==> src/rtl/bip_run_controller_pkg.sv <==
// Shared widths, command codes, FSM encoding and frame helpers for the BIP run controller.
package bip_run_controller_pkg;

  localparam int NB_DATA            = 16;
  localparam int LOG2_N_INSMEM_ADDR = 11;
  localparam int NB_CYCLES          = 32;
  localparam int NB_UART            = 8;
  localparam int NB_PC_FIELD        = 16;
  localparam int FRAME_BYTES        = 8;
  localparam int NB_FRAME           = FRAME_BYTES * NB_UART;
  localparam int NB_IDX             = 3;

  localparam logic [NB_UART-1:0] CMD_RUN  = 8'h52;
  localparam logic [NB_UART-1:0] CMD_STEP = 8'h53;

  typedef enum logic [2:0] {
    ST_IDLE    = 3'd0,
    ST_CLEAR   = 3'd1,
    ST_RUN     = 3'd2,
    ST_STEP    = 3'd3,
    ST_SEND    = 3'd4,
    ST_WAIT_TX = 3'd5
  } state_t;

  // Byte 0 is the most significant byte of the frame.
  function automatic logic [NB_UART-1:0] frame_byte(input logic [NB_FRAME-1:0] frame,
                                                     input logic [NB_IDX-1:0]   idx);
    return frame[(FRAME_BYTES - 1 - int'(idx)) * NB_UART +: NB_UART];
  endfunction

endpackage

==> src/rtl/bip_run_controller_if.sv <==
// Host UART link between the run controller (master) and the rx/tx pair (slave).
interface bip_run_controller_if;
  import bip_run_controller_pkg::*;

  logic [NB_UART-1:0] rx_data;
  logic               rx_valid;
  logic               tx_done;
  logic [NB_UART-1:0] tx_data;
  logic               tx_start;

  modport master (input rx_data, rx_valid, tx_done, output tx_data, tx_start);
  modport slave  (output rx_data, rx_valid, tx_done, input tx_data, tx_start);

endinterface

==> src/rtl/bip_run_controller_tx_serializer.sv <==
// Snapshots the 8-byte result frame and presents one byte per transmit request.
module bip_run_controller_tx_serializer
  import bip_run_controller_pkg::*;
(
  input  logic                i_clock,
  input  logic                i_reset,
  input  logic                i_send,
  input  logic                i_advance,
  input  logic [NB_FRAME-1:0] i_frame,
  output logic [NB_UART-1:0]  o_tx_data,
  output logic                o_tx_start,
  output logic                o_last
);

  logic [NB_FRAME-1:0] r_frame;
  logic [NB_IDX-1:0]   r_index;
  logic [NB_UART-1:0]  r_tx_data;
  logic                r_tx_start;
  logic [NB_FRAME-1:0] w_frame;
  logic                w_last;

  // First byte reads the live frame so the snapshot reflects a just-completed step.
  assign w_frame = (r_index == '0) ? i_frame : r_frame;
  assign w_last  = (r_index == NB_IDX'(FRAME_BYTES - 1));

  always_ff @(posedge i_clock) begin
    if (i_reset) begin
      r_frame    <= '0;
      r_index    <= '0;
      r_tx_data  <= '0;
      r_tx_start <= 1'b0;
    end else begin
      r_tx_start <= 1'b0;
      if (i_send) begin
        if (r_index == '0) r_frame <= i_frame;
        r_tx_data  <= frame_byte(w_frame, r_index);
        r_tx_start <= 1'b1;
      end
      if (i_advance) r_index <= w_last ? '0 : r_index + NB_IDX'(1);
    end
  end

  assign o_tx_data  = r_tx_data;
  assign o_tx_start = r_tx_start;
  assign o_last     = w_last;

endmodule

==> src/rtl/bip_run_controller.sv <==
// Host-driven run/step sequencer for the BIP core: reset/enable control, cycle count, result frame.
module bip_run_controller
  import bip_run_controller_pkg::*;
(
  input  logic                          i_clock,
  input  logic                          i_reset,
  bip_run_controller_if.master          io_uart,
  input  logic                          i_halt,
  input  logic [NB_DATA-1:0]            i_acc,
  input  logic [LOG2_N_INSMEM_ADDR-1:0] i_pc,
  output logic                          o_cpu_valid,
  output logic                          o_cpu_reset,
  output logic                          o_busy
);

  state_t               r_state;
  state_t               w_next;
  logic [NB_CYCLES-1:0] r_cycles;
  logic                 r_cpu_valid;
  logic                 r_cpu_reset;
  logic                 r_busy;
  logic                 w_last;
  logic [NB_FRAME-1:0]  w_frame;

  always_ff @(posedge i_clock) begin
    if (i_reset) r_state <= ST_IDLE;
    else         r_state <= w_next;
  end

  always_comb begin
    w_next = r_state;
    case (r_state)
      ST_IDLE: begin
        if (io_uart.rx_valid) begin
          if (io_uart.rx_data == CMD_RUN)       w_next = ST_CLEAR;
          else if (io_uart.rx_data == CMD_STEP) w_next = ST_STEP;
        end
      end
      ST_CLEAR:   w_next = ST_RUN;
      ST_RUN:     if (i_halt) w_next = ST_SEND;
      ST_STEP:    w_next = ST_SEND;
      ST_SEND:    w_next = ST_WAIT_TX;
      ST_WAIT_TX: if (io_uart.tx_done) w_next = w_last ? ST_IDLE : ST_SEND;
      default:    w_next = ST_IDLE;
    endcase
  end

  // Core controls are decoded from the next state so they stay registered.
  always_ff @(posedge i_clock) begin
    if (i_reset) begin
      r_cpu_valid <= 1'b0;
      r_cpu_reset <= 1'b1;
      r_busy      <= 1'b0;
    end else begin
      r_cpu_valid <= (w_next == ST_RUN) || (w_next == ST_STEP);
      r_cpu_reset <= (w_next == ST_CLEAR);
      r_busy      <= (w_next != ST_IDLE);
    end
  end

  always_ff @(posedge i_clock) begin
    if (i_reset || r_state == ST_CLEAR) begin
      r_cycles <= '0;
    end else if (r_cpu_valid && !i_halt && r_cycles != '1) begin
      r_cycles <= r_cycles + NB_CYCLES'(1);
    end
  end

  assign w_frame = {i_acc, {(NB_PC_FIELD - LOG2_N_INSMEM_ADDR){1'b0}}, i_pc, r_cycles};

  bip_run_controller_tx_serializer u_serializer (
    .i_clock    (i_clock),
    .i_reset    (i_reset),
    .i_send     (r_state == ST_SEND),
    .i_advance  ((r_state == ST_WAIT_TX) && io_uart.tx_done),
    .i_frame    (w_frame),
    .o_tx_data  (io_uart.tx_data),
    .o_tx_start (io_uart.tx_start),
    .o_last     (w_last)
  );

  assign o_cpu_valid = r_cpu_valid;
  assign o_cpu_reset = r_cpu_reset;
  assign o_busy      = r_busy;

endmodule

==> src/flat_wrapper.sv <==
// flat-port wrapper written by rule: the top's interface ports become plain ports
module bip_run_controller_flat import bip_run_controller_pkg::*;
  (i_clock, i_reset, i_halt, i_acc, i_pc, o_cpu_valid, o_cpu_reset, o_busy, io_uart_rx_data, io_uart_rx_valid, io_uart_tx_done, io_uart_tx_data, io_uart_tx_start);
  bip_run_controller_if io_uart_i ();
  input  logic i_clock;
  input  logic i_reset;
  input  logic i_halt;
  input  logic [NB_DATA-1:0] i_acc;
  input  logic [LOG2_N_INSMEM_ADDR-1:0] i_pc;
  output logic o_cpu_valid;
  output logic o_cpu_reset;
  output logic o_busy;
  input wire logic [$bits(io_uart_i.rx_data)-1:0] io_uart_rx_data;
  input wire logic [$bits(io_uart_i.rx_valid)-1:0] io_uart_rx_valid;
  input wire logic [$bits(io_uart_i.tx_done)-1:0] io_uart_tx_done;
  output wire logic [$bits(io_uart_i.tx_data)-1:0] io_uart_tx_data;
  output wire logic [$bits(io_uart_i.tx_start)-1:0] io_uart_tx_start;
  assign io_uart_i.rx_data = io_uart_rx_data;
  assign io_uart_i.rx_valid = io_uart_rx_valid;
  assign io_uart_i.tx_done = io_uart_tx_done;
  assign io_uart_tx_data = io_uart_i.tx_data;
  assign io_uart_tx_start = io_uart_i.tx_start;
  bip_run_controller u_core (.i_clock(i_clock), .i_reset(i_reset), .io_uart(io_uart_i), .i_halt(i_halt), .i_acc(i_acc), .i_pc(i_pc), .o_cpu_valid(o_cpu_valid), .o_cpu_reset(o_cpu_reset), .o_busy(o_busy));
endmodule
==> config.mk <==
export PLATFORM = sky130hd
export DESIGN_NAME = bip_run_controller_flat
export DESIGN_NICKNAME = d
export VERILOG_FILES = /design/src/rtl/bip_run_controller_pkg.sv /design/src/rtl/bip_run_controller_if.sv /design/src/rtl/bip_run_controller_tx_serializer.sv /design/src/rtl/bip_run_controller.sv /design/src/flat_wrapper.sv
export SDC_FILE = /design/constraint.sdc
export NUM_CORES = 1
export LEC_CHECK = 0
export BUFFER_PORTS_ARGS = -buffer_cell sky130_fd_sc_hd__buf_2
export CORE_UTILIZATION = 46
export CTS_BUF_LIST = sky130_fd_sc_hd__clkbuf_16
export DETAILED_ROUTE_END_ITERATION = 6
export GPL_ROUTABILITY_DRIVEN = 0
export PLACE_DENSITY = 0.61
export SYNTH_ARGS = -nofsm -noshare
export SYNTH_HDL_FRONTEND = slang
export SYNTH_HIERARCHICAL = 1
export SYNTH_SLANG_ARGS = --single-unit
==> constraint.sdc <==
create_clock -name i_clock -period 2.3 [get_ports i_clock]
set_input_delay 0.23 -clock i_clock [delete_from_list [all_inputs] [get_ports i_clock]]
set_output_delay 0.23 -clock i_clock [all_outputs]
set_load 0.01 [all_outputs]
## Yosys cells after proc, flatten, opt, wreduce, memory -nomap -nowiden

Cells that the tools add are included.
Widths: inputs -> output; s select.

- Reduce and logical (&&, ||, !) cells: 9
- Divide/modulo/power cells: 0
- $add $sub $neg: 3
- Equal/unequal tests: 12
- Multiply operators: 0
- Bitwise operators: 0
- Shifts and indexed selects: 1
- Order comparisons: 0
- Muxes and demuxes: 10

Operator list:

| kind | count |
|---|---|
| $mux 64 | 1 |
| $shiftx 64x7->8 | 1 |
| $add 32x1->32 const B | 1 |
| $ne 32x32->1 const B | 1 |
| $mux 3 | 7 |
| $pmux 3 s6 | 1 |
| $eq 8x7->1 const B | 2 |
| $eq 3x2->1 const B | 4 |
| $eq 3x3->1 const B | 3 |
| $eq 3x1->1 const B | 2 |
| $logic_not 3->1 | 2 |
| $sub 3x3->4 const A | 1 |
| $add 3x1->3 const B | 1 |
| $logic_and 1x1->1 | 3 |
| $reduce_bool 3->1 | 1 |
| $logic_or 1x1->1 | 2 |
| $logic_not 1->1 | 1 |
| $mux 1 | 1 |

- Memory bits (writable): 0
- Bits in latches: 0
- Bits in read-only memories: 0
- Memories: 0
- Output and inout port bits: 12
- Flip-flop bits (word level): 114

## Depth between registers and ports, before layout

- Word-level depth: 7
- Gate-level depth with buffers: 11

## Cells and area by module

The synthesis kept the hierarchy.

Modules (own cells, without submodules):

| module | instances | sequential area each (sq um) | cells an instance | area each (sq um) |
|---|---|---|---|---|
| bip_run_controller_tx_serializer | 1 | 1521.5 | 496 | 3588.4 |
| bip_run_controller | 1 | 760.7 | 230 | 1934.4 |

## Worst setup path after synthesis

OpenSTA, ideal clock, no wires.

- Path type: register to register
- From: register u_core.u_serializer.r_index[0]
- To: register u_core.u_serializer.r_tx_data[0] (netlist: u_core/u_serializer/o_tx_data[0])
- Library setup time: 0.133 ns
- Path buffers: 3
- Required time: 2.167 ns
- Stages on the path, launching flop included: 11
- Slack: 0.312 ns
- Data arrival time: 1.855 ns
- Path through: dfxtp_1 inv_2 ha_1 buf_6 nor2b_4 buf_6 buf_6 mux2i_1 o22ai_1 a2111oi_0 nor4_1

- Word-level cells in the longest chain between the ends: 3
- Elaborated cells between the ends (all ways): 4

RTL lines:

| item | line | text |
|---|---|---|
| start: declaration | bip_run_controller_tx_serializer.sv:16 | `logic [NB_IDX-1:0] r_index;` |
| start signal: assignment | bip_run_controller_tx_serializer.sv:39 | `if (i_advance) r_index <= w_last ? '0 : r_index + NB_IDX'(1);` |
| branches (longest 2 deep; another with $sub 3x3->4) | -- |  |
| $shiftx 64x7->8 (*) | bip_run_controller_pkg.sv:28 | `return frame[(FRAME_BYTES - 1 - int'(idx)) * NB_UART +: NB_UART];` |
| end signal: assignment | bip_run_controller_tx_serializer.sv:36 | `r_tx_data <= frame_byte(w_frame, r_index);` |
| end: declaration | bip_run_controller_tx_serializer.sv:17 | `logic [NB_UART-1:0] r_tx_data;` |

Every way passes the cells marked *.
A chain may end at the register's enable or synchronous reset.

## Final worst setup path

- From: register u_core.u_serializer.r_index[0]
- To: register u_core.u_serializer.r_tx_data[5] (netlist: u_core/u_serializer/o_tx_data[5])

The elaborated chain is that of the path after synthesis.

==> results.txt <==
Status = finished with violations
Failing checks = design-rule violations
Ys Warns = 6
Register area share after synthesis = 41.3%
Sw Ratio = 21.8%
ANT nets after route = 0
Sequential share of power = 46.4%
Internal = 0.00334 W
Critical Path RT = 2.58 ns
Min-delay worst type = input port to flop
Initial antenna violation count = 0
Overall Global Routing Usage = 26.3%
Commonest non-fill, non-tap cell in the layout = nand2_1
Utilization after layout = 56.8%
Inst Count DP = 917
Syn Area/Cell = 7.61 um2
Total power = 0.00427 W
Fin worst setup slack = 0.121 ns
Critical R2R Capture = u_core/u_serializer/o_tx_data[5]
Most used DFF post-synth = dfxtp_1
Data arrival time of the critical path = 2.46 ns
ANT cells = 0
Worst Skew = 0.00674 ns
Slew HR = 63.5%
Critical path type = flop to flop
Clock Power Share = 50.9%
Pre-Repair DR Iteration Count = 7
First-pass GRT wire length = 25600 um
CTS Buf Count = 17
Vias in the first global route = 4991
Hold path depth = 3
Clk_lat worst skew = 0.41 ns
Synth Register Bits = 114
Final hold violations = 0
I/O pins = 52
Hold Startpoint = i_acc[4]
Post-synth EDFFs = 0
CTS tree = done
Crit start category = flop
Worst Max-Slew Pin Slew = 0.546 ns
P per Cell Area = 650 nW/um2
Final Non-Filler Cells = 948
Most frequent cells in the layout = nand2_1, a21oi_1, dfxtp_1
Library cells used by synthesis = 51
Hold Path Sink = u_core/u_serializer/r_frame[52]
# port buffers = 51
Part of the power in combinational logic = 2.7%
Crit share post-route = 94.8%
Clock Tree Buf Depth = 2
Die area = 12400 um2
Crit path max fanout = 9
H-Tree Depth = 4
Largest net degree at the start of global routing = 50
Cell count after synthesis = 726
Post-synth ARST share = 0%
Detail-routed via count per cell = 5.71
CTS Sinks = 114
VDD IR max = 0.515 mV
DRC = 8
Fin nets = 837
Final Critical Period = 2.18 ns
Pleak = 2.51 nW
RSZ-0062 raised after global routing = no
Core footprint = 11600 um2
Die height = 112 um
Switching power total = 0.000933 W
R2r worst-path depth = 9
Number of core rows = 39
Fmax = 459 MHz
DRT Wirelength = 15500 um
DR vias = 5417
Share of cells above drive strength 1 = 15.7%
R2R setup slack = 0.12 ns
Setup slack at placement = -0.0280 ns
Routed len/inst = 16.3 um
DIE WIDTH = 112 um
First-iteration detailed-routing DRC count = 576
GRT Residual Overflow = 0
Worst r2r src = u_core/u_serializer/r_index[0]
CP endpoint kind = flop
Max Transition Viols Final = 0
# Max-Cap Violations = 0
Final setup fails = 0
Root buffer cell = clkbuf_16
Dpl hpwl = 10700 um
Clock transition at path regs = 0.05 ns
Synthesized area = 5520 um2
Synth-to-Final Area Change = 19.0%
Initial Util = 47.8%
-- worst max path at each step --
stage                                         from                               end  slack, ns  cells after the start
floorplan           u_core/u_serializer/r_index[0]  u_core/u_serializer/o_tx_data[0]       0.31                     10
global placement    u_core/u_serializer/r_index[1]  u_core/u_serializer/o_tx_data[5]       0.01                      9
detailed placement  u_core/u_serializer/r_index[1]  u_core/u_serializer/o_tx_data[0]      -0.03                      9
CTS                 u_core/u_serializer/r_index[1]  u_core/u_serializer/o_tx_data[0]       0.03                      9
global route        u_core/u_serializer/r_index[0]  u_core/u_serializer/o_tx_data[0]       0.02                      9
finish              u_core/u_serializer/r_index[0]  u_core/u_serializer/o_tx_data[5]       0.12                      9
-- cell usage after synthesis (4+ instances only) --
master	number	area share, %
o21ai_0	21	1.9
buf_2	14	1.3
and2_1	6	0.68
o22ai_1	8	0.91
a2111oi_0	8	1.3
or4_1	10	1.4
dfxtp_1	114	41
nor2_1	21	1.4
or3_1	16	1.8
buf_1	6	0.41
and3_1	9	1.0
nand2_1	220	15
a21oi_1	127	12
clkbuf_1	16	1.1
inv_1	5	0.34
mux2i_1	27	4.9
nand3_1	12	1.1
o31ai_1	10	1.4
ha_1	4	0.91
nand4_1	4	0.45
buf_6	6	1.2
nor4_1	18	2.0
-- state kept, by name, indices dropped and copies added, names as in the netlist --
register / flops
u_core/o_cpu_reset: 1
u_core/u_serializer/r_index: 3
u_core/u_serializer/o_tx_start: 1
u_core/u_serializer/r_frame: 64
u_core/r_cycles: 32
u_core/o_busy: 1
u_core/u_serializer/o_tx_data: 8
u_core/r_state: 3
u_core/o_cpu_valid: 1
-- area by class of cell --
class | instances | area, um2
Tap cell | 143 | 179
Clock buffer | 17 | 425
Sequential cell | 114 | 2280
Multi-Input combinational cell | 571 | 3060
Inverter | 7 | 26.3
Fill cell | 1088 | 4990
Clock inverter | 14 | 57.6
Timing Repair Buffer | 82 | 538
-- routing by layer --
layer	global-route usage, %	wire [um]	vias up
met5	0	0	-
met4	10.8	382	0
met3	6.31	654	23
met2	42.3	7340	145
met1	33.9	7100	2564
li1	-	-	2685
-- stage by stage --
stage | TNS, ns | instance area (um2) | hold slack, ns
floorplan | 0 | 5560 | 0.303
global placement | 0 | 6050 | 0.442
detailed placement | -0.0280 | 6050 | 0.446
CTS | 0 | 6540 | 0.0512
global route | 0 | 6570 | 0.0586
finish | 0 | 6570 | 0.0609
-- kinds of logic (layout without fill, tap and decap cells) --
group,after synthesis,count (layout),synth area share (%)
buffers and inverters,50,120,4.60
xor gates and xnor gates,2,2,0.317
other,1,10,0.0679
DFF,114,114,41.3
muxes,27,27,4.89
and+or+nand+nor,339,339,28.9
AOI/OAI and AO/OA,189,189,19.0
adders and majority gates,4,4,0.906
-- worst max-delay path, stage by stage (launching register included) --
cell and delay (ns):
dfxtp_1 0.32, inv_2 0.07, ha_1 0.18, nor2b_4 0.20, buf_4 0.20, mux2i_1 0.30, o22ai_1 0.13, a2111oi_2 0.42
buf_4 0.18, nor4_1 0.04
-- power groups by stage --
stage,Combinational (W),Sequential (W),Clock (W)
detailed placement,0.000114,0.00202,0
finish,0.000114,0.00198,0.00217
CTS,0.000114,0.00198,0.00221
floorplan,0.0000515,0.00202,0
global route,0.000128,0.00198,0.00233
global placement,0.000112,0.00202,0
-- repair_timing --
action                                  4_1_cts  5_1_grt
resized for setup                             2       10
setup buffers                                 0        0
pin swaps                                     0        1
hold buffers                                  0        0
endpoints found under the setup margin        2       23
cloned                                        0        0
hold endpoints to repair                      0        0
Note: power is estimated with default switching activity, not from simulation.
